`config.mk`:
```
export PLATFORM = sky130hd
export DESIGN_NAME = montgomery_arbiter
export DESIGN_NICKNAME = d
export VERILOG_FILES = /design/src/rtl/montgomery_arbiter.sv
export SDC_FILE = /design/constraint.sdc
export NUM_CORES = 1
export LEC_CHECK = 0
export CORE_UTILIZATION = 48
export DETAILED_ROUTE_END_ITERATION = 8
export MAX_ROUTING_LAYER = met4
export PLACE_DENSITY = 0.86
export SLEW_MARGIN = 20
export SYNTH_ARGS = -nofsm -noshare
export SYNTH_HDL_FRONTEND = slang
export SYNTH_SLANG_ARGS = --single-unit
```
`constraint.sdc`:
```
create_clock -name clk -period 6.71 [get_ports clk]
set_clock_uncertainty 0.15 [all_clocks]
set_input_delay 1.342 -clock clk [delete_from_list [all_inputs] [get_ports clk]]
set_output_delay 1.342 -clock clk [all_outputs]
set_load 0.02 [all_outputs]
```
`src/rtl/montgomery_arbiter.sv`:
```
// montgomery_arbiter: round-robin sharing of one pipelined Montgomery multiplier
// among NREQ requesters; an in-order tag FIFO routes each result back to its issuer.
module montgomery_arbiter #(
    parameter int NREQ          = 4,
    parameter int W             = 12,
    parameter int MAX_OUT       = 16,
    parameter bit STALL_ON_BUSY = 1'b0
) (
    input  logic                     clk,
    input  logic                     rst,
    input  logic [NREQ-1:0]          req_valid,
    output logic [NREQ-1:0]          req_ready,
    input  logic [NREQ*W-1:0]        req_a,
    input  logic [NREQ*W-1:0]        req_b,
    output logic [NREQ-1:0]          rsp_valid,
    output logic [W-1:0]             rsp_r,
    output logic                     mul_en,
    output logic [W-1:0]             mul_a,
    output logic [W-1:0]             mul_b,
    input  logic                     mul_busy,
    input  logic                     mul_done,
    input  logic [W-1:0]             mul_r,
    output logic [$clog2(MAX_OUT):0] outstanding,
    output logic                     err_spurious
);
    localparam int IW = $clog2(NREQ);
    localparam int PW = $clog2(MAX_OUT);
    localparam int CW = PW + 1;
    localparam int unsigned NREQ_U = NREQ;

    logic [W-1:0]  a_arr [NREQ];
    logic [W-1:0]  b_arr [NREQ];
    logic [IW-1:0] tag_mem [MAX_OUT];
    logic [IW-1:0] rr_ptr;
    logic [IW-1:0] grant_idx;
    logic          grant_any;
    logic          can_issue;
    logic          push;
    logic          pop;
    logic [PW-1:0] wr_ptr;
    logic [PW-1:0] rd_ptr;
    logic [IW-1:0] rd_tag;

    for (genvar gi = 0; gi < NREQ; gi++) begin : g_unpack
        assign a_arr[gi] = req_a[gi*W +: W];
        assign b_arr[gi] = req_b[gi*W +: W];
    end

    // Credits come from the registered count only; a pop in this cycle frees a slot next cycle.
    assign can_issue = (outstanding < CW'(MAX_OUT)) && !(STALL_ON_BUSY && mul_busy);

    always_comb begin
        int unsigned idx;
        idx       = 0;
        grant_any = 1'b0;
        grant_idx = '0;
        if (can_issue) begin
            for (int unsigned k = 0; k < NREQ_U; k++) begin
                idx = 32'(rr_ptr) + k;
                if (idx >= NREQ_U) idx = idx - NREQ_U;
                if (!grant_any && req_valid[IW'(idx)]) begin
                    grant_any = 1'b1;
                    grant_idx = IW'(idx);
                end
            end
        end
    end

    always_comb begin
        req_ready = '0;
        if (grant_any) req_ready[grant_idx] = 1'b1;
    end

    assign push   = grant_any;
    assign pop    = mul_done && (outstanding != '0);
    assign rd_tag = tag_mem[rd_ptr];

    always_ff @(posedge clk) begin
        if (push) tag_mem[wr_ptr] <= grant_idx;
    end

    always_ff @(posedge clk) begin
        if (rst) begin
            rr_ptr       <= '0;
            wr_ptr       <= '0;
            rd_ptr       <= '0;
            outstanding  <= '0;
            mul_en       <= 1'b0;
            mul_a        <= '0;
            mul_b        <= '0;
            rsp_valid    <= '0;
            rsp_r        <= '0;
            err_spurious <= 1'b0;
        end else begin
            mul_en <= push;
            if (push) begin
                mul_a  <= a_arr[grant_idx];
                mul_b  <= b_arr[grant_idx];
                wr_ptr <= wr_ptr + PW'(1);
                if (grant_idx == IW'(NREQ - 1)) rr_ptr <= '0;
                else                            rr_ptr <= grant_idx + IW'(1);
            end

            if (pop) begin
                rd_ptr    <= rd_ptr + PW'(1);
                rsp_valid <= NREQ'(1) << rd_tag;
                rsp_r     <= mul_r;
            end else begin
                rsp_valid <= '0;
            end

            if (push && !pop)      outstanding <= outstanding + CW'(1);
            else if (pop && !push) outstanding <= outstanding - CW'(1);

            if (mul_done && (outstanding == '0) && !push) err_spurious <= 1'b1;
        end
    end
endmodule
```
==> metrics.yaml <==
status: "completed"
grt_max_degree: 59
critPathKind: "primary input to primary output"
setup_viol: 0
wire_per_inst_um: 18.68
syn_area_um2: 4476
via_per_inst: 5.927
seq_area_frac_synth_pct: 48.76
clkTransAtPathRegs_ns: 0.09
ant_nets: 0
arrival_ns: 4.10
grt_pass1_vias: 4308
grtUsageTotal_pct: 27.58
final_nets: 706
fin_crit_ns: 5.588
remaining_drc_errors: 0
slew_violations: 0
ys_async_sr_fraction_pct: 0
synth_ff_type: "dfxtp_1"
fin_setup_tns_ns: 0
finalHoldViolations: 0
fp.dieArea_um2: 9714
syn_nets: 560
ys_warn_count: 0
dp.cells: 673
io_buffers: 165
ctsHoldBuffers: 0
drive_gt1_share_pct: 6.024
drt_pre_antenna_iters: 4
cap_violations: 0
p_total_mw: 2.306
cts_sinks: 93
end_kind: "primary output"
place_hpwl_mm: 9.351
relSlewSlack_pct: 31.14
ys_types: 41
synth-seq-cells: 93
rsz0062_at_grt: "false"
totalWireLength_mm: 12.87
gr-total-overflow: 0
antenna_found_initial: 0
static-leakage-power_nw: 2.254
start_util_pct: 50.34
multi_input_area_um2: 2086
rrSetupSlack_ns: 3.11
max_slew.worst_pin.slew_ns: 1.033
cp-start-kind: "primary input"
cts_made_buffers: 9
die_y_um: 98.56
hp-class: "flop to flop"
area_delta_synth_final_pct: 42.41
grt_pass1_wl_mm: 20.44
worst_ep_required_time_ns: 5.22
cts-resized-gates: 0
rows: 34
cts_buffer_depth: 2
coreArea_um2: 8891
cp_max_fo: 55
vias: 4084
fillers: 659
place.gp.congestion: 0.8434
regArea_um2: 2182
clock_latency_ns: 0.35
synth_cells: 430
final_design_area_no_fill_um2: 6374
power_density_nw_per_um2: 361.8
pin_count: 167
ir_worst_vdd_v: 0.0001880
fmax_mhz: 178.9
antenna_cells: 0
drt_iter0_drc: 157
fin_crit_sh_pct: 83.28
htree_levels: 3
dpl_cell_area_um2: 6147
stdcell_count: 689
die_w_um: 98.56
cts_tree: "built"
syn-mean-instance-area_um2: 10.41
cts_root_buffer: "clkbuf_8"
post_cts_buffers: 0
synth_edf_count: 32
==> cells by family (layout without fill, tap and decap cells) <==
logic type / Yosys count / count (layout) / share of synthesized area (%)
AO/OA/AOI/OAI: 110 / 110 / 17.33
adder cells (fa/ha/maj): 14 / 14 / 4.082
buffers and inverters: 48 / 199 / 4.781
AND/OR/NAND/NOR: 138 / 138 / 16.30
flip-flops: 93 / 93 / 48.76
multiplexers: 17 / 17 / 6.793
XOR/XNOR: 10 / 10 / 1.957
==> Yosys cell counts, types with 8 or more instances <==
cell	n	area, µm²
o221ai_1	24	210.2
o2111ai_1	24	210.2
nand2b_1	28	175.2
edfxtp_1	32	960.9
inv_1	8	30.03
clkbuf_1	25	93.84
a21oi_1	46	230.2
nor2_1	30	112.6
nand2_1	37	138.9
ha_1	13	162.7
or4_1	26	195.2
mux4_1	8	210.2
dfxtp_1	61	1221
==> through the flow <==
step           hold slack [ns]  setup WS [ns]  util, %
5_1_grt                 0.3354         0.9523    71.69
4_1_cts                 0.3131          1.121    71.69
3_3_place_gp            0.2917          1.248    69.14
2_1_floorplan           0.3178          2.190        -
3_5_place_dp            0.2994          1.122    69.14
6_report                0.3090          1.122    71.69
==> sequential cells by signal (all words and copies together) (netlist names), named ones only <==
name          flops
mul_a            12
wr_ptr            4
mul_en            1
mul_b            12
rr_ptr            2
rd_ptr            4
rsp_r            12
err_spurious      1
outstanding       5
tag_mem          32
rsp_valid         4
==> cells in the final DEF, fill, tap and decap left out, drive strengths merged, types with 2 or more instances in the layout <==
cell type      synthesis  layout
nor2                  30      30
a21oi                 46      46
inv                   10      14
o221ai                24      24
nand3                  2       2
nand4                  2       2
clkdlybuf4s50          0     164
xnor2                  5       5
nor3                   5       5
and2                   4       4
ha                    13      13
o2111ai               24      24
mux2i                  6       6
xor2                   5       5
o21a                   3       3
dfxtp                 61      61
or4                   27      27
buf                   13       9
o22ai                  5       5
edfxtp                32      32
a21o                   2       2
nand2b                28      28
nand2                 37      37
mux4                   8       8
mux2                   3       3
clkbuf                25      12
==> where the power goes <==
| part | internal (mW) | total, mW | switching, mW | leakage, nW |
|---|---|---|---|---|
| combinational | 0.489 | 1.09 | 0.601 | 1.34 |
| sequential | 0.724 | 0.809 | 0.0853 | 0.797 |
| clock | 0.205 | 0.407 | 0.202 | 0.120 |
==> worst max-delay path, cell delays in order <==
cell and delay [ns]:
clkdlybuf4s50_1 0.51, nor4_1 0.40, or2_2 0.20, buf_4 0.45, inv_1 0.36, and2_1 0.27, clkdlybuf4s50_1 0.56
==> path summary, 6_finish.rpt <==
path / to / cells past startpoint / start
setup / recovery: req_ready[3] / 7 / req_valid[0]
hold / removal: rsp_r[11] / 2 / rsp_r[11]
setup reg to reg: outstanding[4] / 11 / outstanding[1]
hold reg to reg: rsp_r[11] / 2 / rsp_r[11]
==> per-layer routing <==
| metal | wire length (µm) | up-vias | GRT usage [%] | share of wire, % |
|---|---|---|---|---|
| met5 | 0 | - | - | 0 |
| met4 | 412 | 0 | 12.63 | 3.2 |
| met3 | 783 | 31 | 4.752 | 6.1 |
| met2 | 6766 | 189 | 48.75 | 53 |
| met1 | 4910 | 1948 | 30.40 | 38 |
| li1 | - | 1916 | - | - |
==> area by class of cell <==
cell class / count / share of cell area (%)
clock buffer: 12 / 3.121
clock inverter: 4 / 0.4319
inverter: 10 / 0.5889
multi-input combinational: 289 / 32.72
sequential: 93 / 34.24
tap: 108 / 2.120
timing repair buffer: 173 / 26.78
(Power assumes the default switching activity.)
==> patch, RTL diff (config.mk and constraints unchanged) <==
Set the parameter `STALL_ON_BUSY` to 1'b1 (it was 1'b0).
--- a/src/rtl/montgomery_arbiter.sv
+++ b/src/rtl/montgomery_arbiter.sv
@@ -4,7 +4,7 @@
     parameter int NREQ          = 4,
     parameter int W             = 12,
     parameter int MAX_OUT       = 16,
-    parameter bit STALL_ON_BUSY = 1'b0
+    parameter bit STALL_ON_BUSY = 1'b1
 ) (
     input  logic                     clk,
     input  logic                     rst,
Behaviour: not the same (Yosys sat finds a counterexample within 4 cycles, from zero or initial values and one cycle with rst high).
==> patch against the unedited design <==
The run now ends with design-rule violations left; global-route usage is 1.4 points lower; worst setup slack improved by 66 ps; largest power group unchanged; sequential share of layout area rose by 0.26 points; cell area shrank 0.75%; via count down 0.83%; synthesized cell count increased by 0.23%; total power shrank 14%; wire length shrank 3.9%; sequential cell count unchanged; synthesized area down 1.1%; cell count increased by 0.58%.
==> patch: results (changes against the unedited design) <==
* Outcome: finished with violations (was complete, no violations)
* Violated checks: design-rule violations
* Synth unique cells at 46 (was 41)
* Post-DR wirelength/cell at 17.8 um (was 18.7 um)
* Post-synth top cells: dfxtp_1, nor2_1, nand2_1 (was dfxtp_1, a21oi_1, nand2_1)
* Top cells by area, synth: dfxtp_1, edfxtp_1, nor2_1 (was dfxtp_1, edfxtp_1, a21oi_1)
* Placed Instances at 677 (was 673)
* Min-Delay Startpoint: rsp_r[3] (was rsp_r[11])
* Critical path arrival at 4030 ps (was 4100 ps)
* Synth Instances at 431 (was 430)
* Remaining DRCs at 6 (was 0)
* First-pass GRT wire length at 19200 um (was 20400 um)
* Post-synth net total at 561 (was 560)
* Sequential area share after synthesis at 0.493 (was 0.488)
* Number of port buffers at 166 (was 165)
* Crit path launch: req_valid[2] (was req_valid[0])
* Post-synthesis xor/xnor area fraction at 0.0198 (was 0.0196)
* Slew @ Worst Pin at 956 ps (was 1030 ps)
* Drt via density at 5.84 (was 5.93)
* Nets at 710 (was 706)
* Fill count at 606 (was 659)
* Layout cells sized above 1 at 0.0547 (was 0.0602)
* GP Congestion at 0.831 (was 0.843)
* HPWL Detailed at 8880 um (was 9350 um)
* Crit-path max cell delay at 590 ps (was 560 ps)
* Mux cell area share after synthesis at 0.0687 (was 0.0679)
* Worst-path fanout max at 49 (was 55)
* Complex-gate fraction of the synthesized area at 0.175 (was 0.173)
* Hold slack final at 310 ps (was 309 ps)
* Peak supply drop at 0.165 mV (was 0.188 mV)
* Initial DRC count at 274 (was 157)
* Reg2reg setup slack at 3020 ps (was 3110 ps)
* Max reg flops at 32 (unchanged)
* Pre-CTS WS at 1200 ps (was 1120 ps)
* Global-route usage over all layers at 0.262 (was 0.276)
* Pin count of the biggest net entering global routing at 50 (was 59)
* Max clock buf depth at 2 (unchanged)
patch: final timing paths:
path                                       end  depth (start not counted)
worst max-delay path              req_ready[2]                          8
worst min-delay path                  rsp_r[3]                          2
worst max register to register  outstanding[4]                         11
worst min register to register        rsp_r[3]                          2
patch: layer usage:
metal | up-vias | global-route usage | wire (um)
li1 | 1901 | - | -
met1 | 1907 | 0.280 | 4510
met2 | 201 | 0.465 | 6490
met3 | 41 | 0.0616 | 1000
met4 | 0 | 0.107 | 359
met5 | - | - | 0
patch: worst reg2reg max path: cells and delay by family (launching register included):
| kind | cells | cell delay, ps |
|---|---|---|
| compound gates | 4 | 930 |
| xor+xnor | 1 | 120 |
| fa+ha+maj | 2 | 670 |
| buf+inv | 2 | 480 |
| flops | 1 | 380 |
| simple gates | 2 | 910 |
patch: stage by stage:
step / cell area (um2) / power (mW)
floorplan: 4430 / 1.29
global placement: 6120 / 1.55
detailed placement: 6120 / 1.60
CTS: 6330 / 1.98
global route: 6330 / 2.09
finish: 6330 / 1.98
patch: final cells by class:
class                      count  area, um2  share of cell area
clock inverter                 6       60.1             0.00949
clock buffer                  10        149              0.0235
timing repair buffer         172       1710               0.270
tap                          108        135              0.0214
inverter                      10       37.5             0.00593
multi-input combinational    294       2060               0.325
sequential                    93       2180               0.345
patch: kinds of logic after synthesis:
kind of cell / Yosys count
AND/OR/NAND/NOR: 147
AO/OA/AOI/OAI: 106
flip-flops: 93
buffers and inverters: 44
multiplexers: 17
adder cells (fa/ha/maj): 14
XOR/XNOR: 10
patch: power by group:
group,leakage (nW),internal (mW),switching [mW]
combinational,1.37,0.397,0.459
sequential,0.796,0.673,0.0716
clock,0.109,0.167,0.211
